$ cat src/rtl/dequeue_agent_v0_1.sv
// dequeue_agent_v0_1
// Egress scheduler: picks a port round-robin among those with both a PIFO
// entry and buffered data, pops that port's PIFO head for one cycle, then
// streams the packet's beats from the per-port FWFT buffer until tlast or
// until the beat limit forces termination.
//
// Ports:
//   axis_aclk, axis_reset        clock, async active-high reset
//   s_axis_pifo_empty[p]         PIFO calendar p empty
//   s_axis_buffer_empty[p]       packet buffer p empty (FWFT head)
//   s_axis_buffer_tlast[p]       tlast of buffer p head beat
//   s_axis_out_tready[p]         egress port p ready
//   m_axis_ctl_pifo_out_en       one-hot PIFO pop pulse (POP state)
//   m_axis_ctl_buffer_rd_en      one-hot buffer read, one beat per cycle
//   m_axis_valid                 beat transferred this cycle
//   m_axis_tlast                 beat ends the packet (natural or forced)
//   m_axis_port_sel              granted port, stable POP..last beat
//   m_axis_err                   pulse the cycle after a forced termination
module dequeue_agent_v0_1 #(
    parameter int NUM_PORTS     = 5,
    parameter int PORT_W        = 3,
    parameter int MAX_PKT_BEATS = 64
) (
    input  logic                 axis_aclk,
    input  logic                 axis_reset,
    input  logic [NUM_PORTS-1:0] s_axis_pifo_empty,
    input  logic [NUM_PORTS-1:0] s_axis_buffer_empty,
    input  logic [NUM_PORTS-1:0] s_axis_buffer_tlast,
    input  logic [NUM_PORTS-1:0] s_axis_out_tready,
    output logic [NUM_PORTS-1:0] m_axis_ctl_pifo_out_en,
    output logic [NUM_PORTS-1:0] m_axis_ctl_buffer_rd_en,
    output logic                 m_axis_valid,
    output logic                 m_axis_tlast,
    output logic [PORT_W-1:0]    m_axis_port_sel,
    output logic                 m_axis_err
);

    localparam int CNT_W = $clog2(MAX_PKT_BEATS);

    typedef enum logic [1:0] {IDLE, POP, STREAM} state_t;

    state_t              state;
    logic [PORT_W-1:0]   port_sel_q;
    logic [PORT_W-1:0]   last_grant;
    logic [CNT_W-1:0]    beat_cnt;
    logic                err_q;

    logic [NUM_PORTS-1:0] eligible;
    logic                 grant_found;
    logic [PORT_W-1:0]    grant_idx;
    logic                 beat;
    logic                 cnt_last;
    logic                 tlast;
    logic                 forced;

    assign eligible = ~s_axis_pifo_empty & ~s_axis_buffer_empty;

    // Round-robin search starting just after last_grant. Walking the offsets
    // downward lets the smallest eligible offset overwrite the others, so no
    // loop break is needed.
    always_comb begin
        logic [PORT_W-1:0] idx;
        grant_found = 1'b0;
        grant_idx   = '0;
        idx         = '0;
        for (int i = NUM_PORTS; i >= 1; i--) begin
            idx = PORT_W'((int'(last_grant) + i) % NUM_PORTS);
            if (eligible[idx]) begin
                grant_found = 1'b1;
                grant_idx   = idx;
            end
        end
    end

    // FWFT stream: a beat moves whenever the granted buffer has data and
    // its egress is ready; the decision is combinational in STREAM.
    assign beat     = (state == STREAM) && !s_axis_buffer_empty[port_sel_q]
                      && s_axis_out_tready[port_sel_q];
    assign cnt_last = (beat_cnt == CNT_W'(MAX_PKT_BEATS - 1));
    assign tlast    = beat && (s_axis_buffer_tlast[port_sel_q] || cnt_last);
    assign forced   = tlast && !s_axis_buffer_tlast[port_sel_q];

    for (genvar p = 0; p < NUM_PORTS; p++) begin : g_port
        assign m_axis_ctl_pifo_out_en[p]  = (state == POP) && (port_sel_q == PORT_W'(p));
        assign m_axis_ctl_buffer_rd_en[p] = beat && (port_sel_q == PORT_W'(p));
    end

    assign m_axis_valid    = beat;
    assign m_axis_tlast    = tlast;
    assign m_axis_port_sel = port_sel_q;
    assign m_axis_err      = err_q;

    always_ff @(posedge axis_aclk or posedge axis_reset) begin
        if (axis_reset) begin
            state      <= IDLE;
            last_grant <= PORT_W'(NUM_PORTS - 1);
            port_sel_q <= '0;
            beat_cnt   <= '0;
            err_q      <= 1'b0;
        end else begin
            err_q <= 1'b0;
            unique case (state)
                IDLE: begin
                    if (grant_found) begin
                        port_sel_q <= grant_idx;
                        last_grant <= grant_idx;
                        beat_cnt   <= '0;
                        state      <= POP;
                    end
                end
                POP: state <= STREAM;
                STREAM: begin
                    if (beat) begin
                        beat_cnt <= beat_cnt + 1'b1;
                        if (tlast) begin
                            // Forced cut leaves the rest of the packet in the buffer.
                            err_q <= forced;
                            state <= IDLE;
                        end
                    end
                end
                default: state <= IDLE;
            endcase
        end
    end

endmodule

$ cat config.mk
export PLATFORM = sky130hd
export DESIGN_NAME = dequeue_agent_v0_1
export DESIGN_NICKNAME = d
export VERILOG_FILES = /design/src/rtl/dequeue_agent_v0_1.sv
export SDC_FILE = /design/constraint.sdc
export NUM_CORES = 1
export LEC_CHECK = 0
export CAP_MARGIN = 40
export CORE_ASPECT_RATIO = 1.2
export CORE_MARGIN = 4
export CORE_UTILIZATION = 51
export CTS_CLUSTER_DIAMETER = 60
export CTS_CLUSTER_SIZE = 40
export DETAILED_ROUTE_END_ITERATION = 8
export DONT_BUFFER_PORTS = 1
export PLACE_DENSITY = 0.66
export SYNTH_ARGS = -nofsm -noshare
export SYNTH_HDL_FRONTEND = slang
export SYNTH_SLANG_ARGS = --single-unit
$ cat constraint.sdc
create_clock -name axis_aclk -period 12.8 [get_ports axis_aclk]
set_clock_uncertainty 0.05 [all_clocks]
set_input_delay 3.2 -clock axis_aclk [delete_from_list [all_inputs] [get_ports axis_aclk]]
set_output_delay 3.2 -clock axis_aclk [all_outputs]
set_load 0.01 [all_outputs]
==> results.yml <==
synth:
  synth_area_per_cell_um2: 7.44
  netlist_instances: 374
  synth_seq_cells: 13
  async_flop_share_pct: 100
  syn-num-nets: 423
  ys.flop_type: "dfrtp_1"
  synth-edff-count: 0
  netlist_area_mm2: 0.00278
  synthDistinctLibCells: 80
  synth_warnings: 0
  ys_seq_area_share_pct: 11.7
flow_run:
  maxCapViolCount: 0
critical_path:
  cp.required_ps: 9550
  max_stage_delay_ps: 270
  crit_slowest_cell: "o311ai_0"
  path_class: "in -> out"
  critPathLaunch: "s_axis_buffer_empty[2]"
  cp-start-kind: "primary input"
  cpMostUsedCell: "o21ai_0"
  path_cells: "o311ai_0 -> o21ai_0 -> o21ai_0 -> nand2_1 -> nor2_1 -> and2_1"
  worstSetupEndpointType: "output port"
  r2r_start: "m_axis_port_sel[1]"
  worstPathArrival_ps: 4610
  cp_max_fo: 11
timing:
  tightestPinTransition_ps: 805
  slew_viol_final: 0
  timing.final.crit_share_pct: 61.4
  layout_setup_ws_ps: 4940
  fin_crit_ps: 7860
  clock.fmax_mhz: 127
  hold_viol_final: 0
  slew_headroom_pct: 46.2
  fin_tns_setup_ps: 0
  setup_viol: 0
  rsz0062_at_grt: "no"
cts:
  root_buffer: "clkbuf_8"
  path_clk_slew_ps: 50
  postCtsHoldBufs: 0
  post_cts_buffers: 0
  cts.sinks: 13
  cts_buffers: 3
  clk_latency_ps: 240
  cts_tree: "built"
  htree_num_levels: 1
  cts.path.max_buffers: 2
  cts_resized: 0
place:
  place_hpwl_um: 5730
  dpl-instance-area_mm2: 0.00276
  gp_congestion: 0.932
  portBuffers: 0
  place_ws_ps: 4950
grt:
  grt_pass1_wl_um: 11900
  antenna_found_initial: 0
  grt_pass1_vias: 2561
  grt_overflow_total: 0
  use_met1_pct: 30.2
  busiest_layer: "met2"
  globalRouteTotalUtil_pct: 22.2
  use_met3_pct: 3.60
  grt_max_degree: 41
  grt_util_met2_pct: 36.5
drt:
  post_drt_via_cell_ratio: 6.65
  routed_wl_um: 7310
  ant_nets: 0
  drc_errors: 0
  initialDrtViolationCount: 153
  routedWlPerCell_um: 17.4
  vias: 2795
  first_pass_iters: 7
cells_and_area:
  post-route-util_pct: 53.0
  layout.nets: 408
  drive_gt1_share_pct: 10.6
  diodes: 0
  area_growth_pct: 0.809
  fin_area_mm2: 0.00281
floorplanning:
  initial_core_util_pct: 52.6
  core_area_mm2: 0.00530
  io_pins: 38
  fp.dieH_um: 88.9
  die_area_mm2: 0.00671
  placementRows: 29
  die_w_um: 75.4
hold_path:
  min_path_type: "reg -> reg"
  hold_start: "beat_cnt[1]"
run_status:
  status: "complete, no violations"
cell type report:
| class | instances | area [um^2] |
|---|---|---|
| fillers | 513 | 2490 |
| flip-flops and latches | 13 | 327 |
| clock buffers | 4 | 45.0 |
| well taps | 62 | 77.6 |
| repair buffers | 2 | 15.0 |
| multi-input cells | 318 | 2260 |
| inverters | 21 | 78.8 |
Yosys cell counts (all sizes together) (4+ instances only):
library cell  instances  share of area, %
nor2                 36               4.9
mux2                  5               2.0
nand2                24               3.3
o21a                  6               1.6
buf                  11               2.7
o21ai                23               4.1
nor2b                 7               1.6
nand2b               11               2.5
nor4                  6               1.3
o31ai                 9               3.1
and2                 10               2.2
inv                  21               2.8
dfrtp                12                11
and3                  5               1.1
xor2                  5               1.8
a21oi                25               4.6
nand3                13               2.3
o211ai                7               2.1
ha                   26                12
clkbuf               11               1.5
nor3                 18               3.2
or2                   6               1.3
a31oi                 7               2.1
a211oi                4               1.1
sequential cells by signal, indices dropped and copies added (netlist names):
name / cells
m_axis_port_sel: 3
last_grant: 1
beat_cnt: 6
state: 2
m_axis_err: 1
worst paths after layout:
kind	to	slack, ps	depth (start not counted)
setup / recovery	m_axis_ctl_buffer_rd_en[2]	4940	6
hold / removal	beat_cnt[1]	490	2
setup reg to reg	beat_cnt[2]	7480	16
hold reg to reg	beat_cnt[1]	490	2
max in group asynchronous	last_grant[2]	9540	1
min in group asynchronous	m_axis_err	2820	1
per-stage QoR:
stage | hold slack (ps) | instances
CTS | 497 | 420
global placement | 477 | 416
floorplan | 455 | 374
detailed placement | 479 | 416
global route | 543 | 420
finish | 494 | 420
cell families after synthesis:
family	count (synthesis)	share of synthesized area, %
multiplexers	9	4.36
adder cells (fa/ha/maj)	27	12.4
XOR/XNOR	8	2.79
flip-flops	13	11.7
buffers and inverters	43	6.97
AND/OR/NAND/NOR	150	28.1
AO/OA/AOI/OAI	124	33.6
placed cells by master (no fill, tap or decap), drive strengths merged, types with 3 or more instances in the layout:
cell type / instances
inv: 21
nor2b: 7
nand3b: 3
o211ai: 7
ha: 26
nand4: 3
o21a: 6
a32oi: 3
a31oi: 7
o211a: 3
dfrtp: 12
a32o: 3
a21boi: 3
mux2: 5
nor2: 36
nand2b: 11
xor2: 5
and2: 10
or2: 6
o21ai: 23
a211oi: 4
nor3: 18
clkbuf: 4
xnor2: 3
o31ai: 9
nand3: 13
a21oi: 25
nand2: 24
a211o: 3
and3: 5
nor4: 6
metal layers:
metal | routed length [um] | part of all wire, %
met5 | 0 | 0
met4 | 117 | 1.6
met3 | 639 | 8.7
met2 | 3310 | 45
met1 | 3240 | 44
worst max-delay path: cells and delay by family:
family,cells,cell delay [ps]
compound gates,3,740
simple gates,3,670
Power is not shown: default switching activity piles up to over one toggle a cycle in this logic, so the estimate is an artifact.
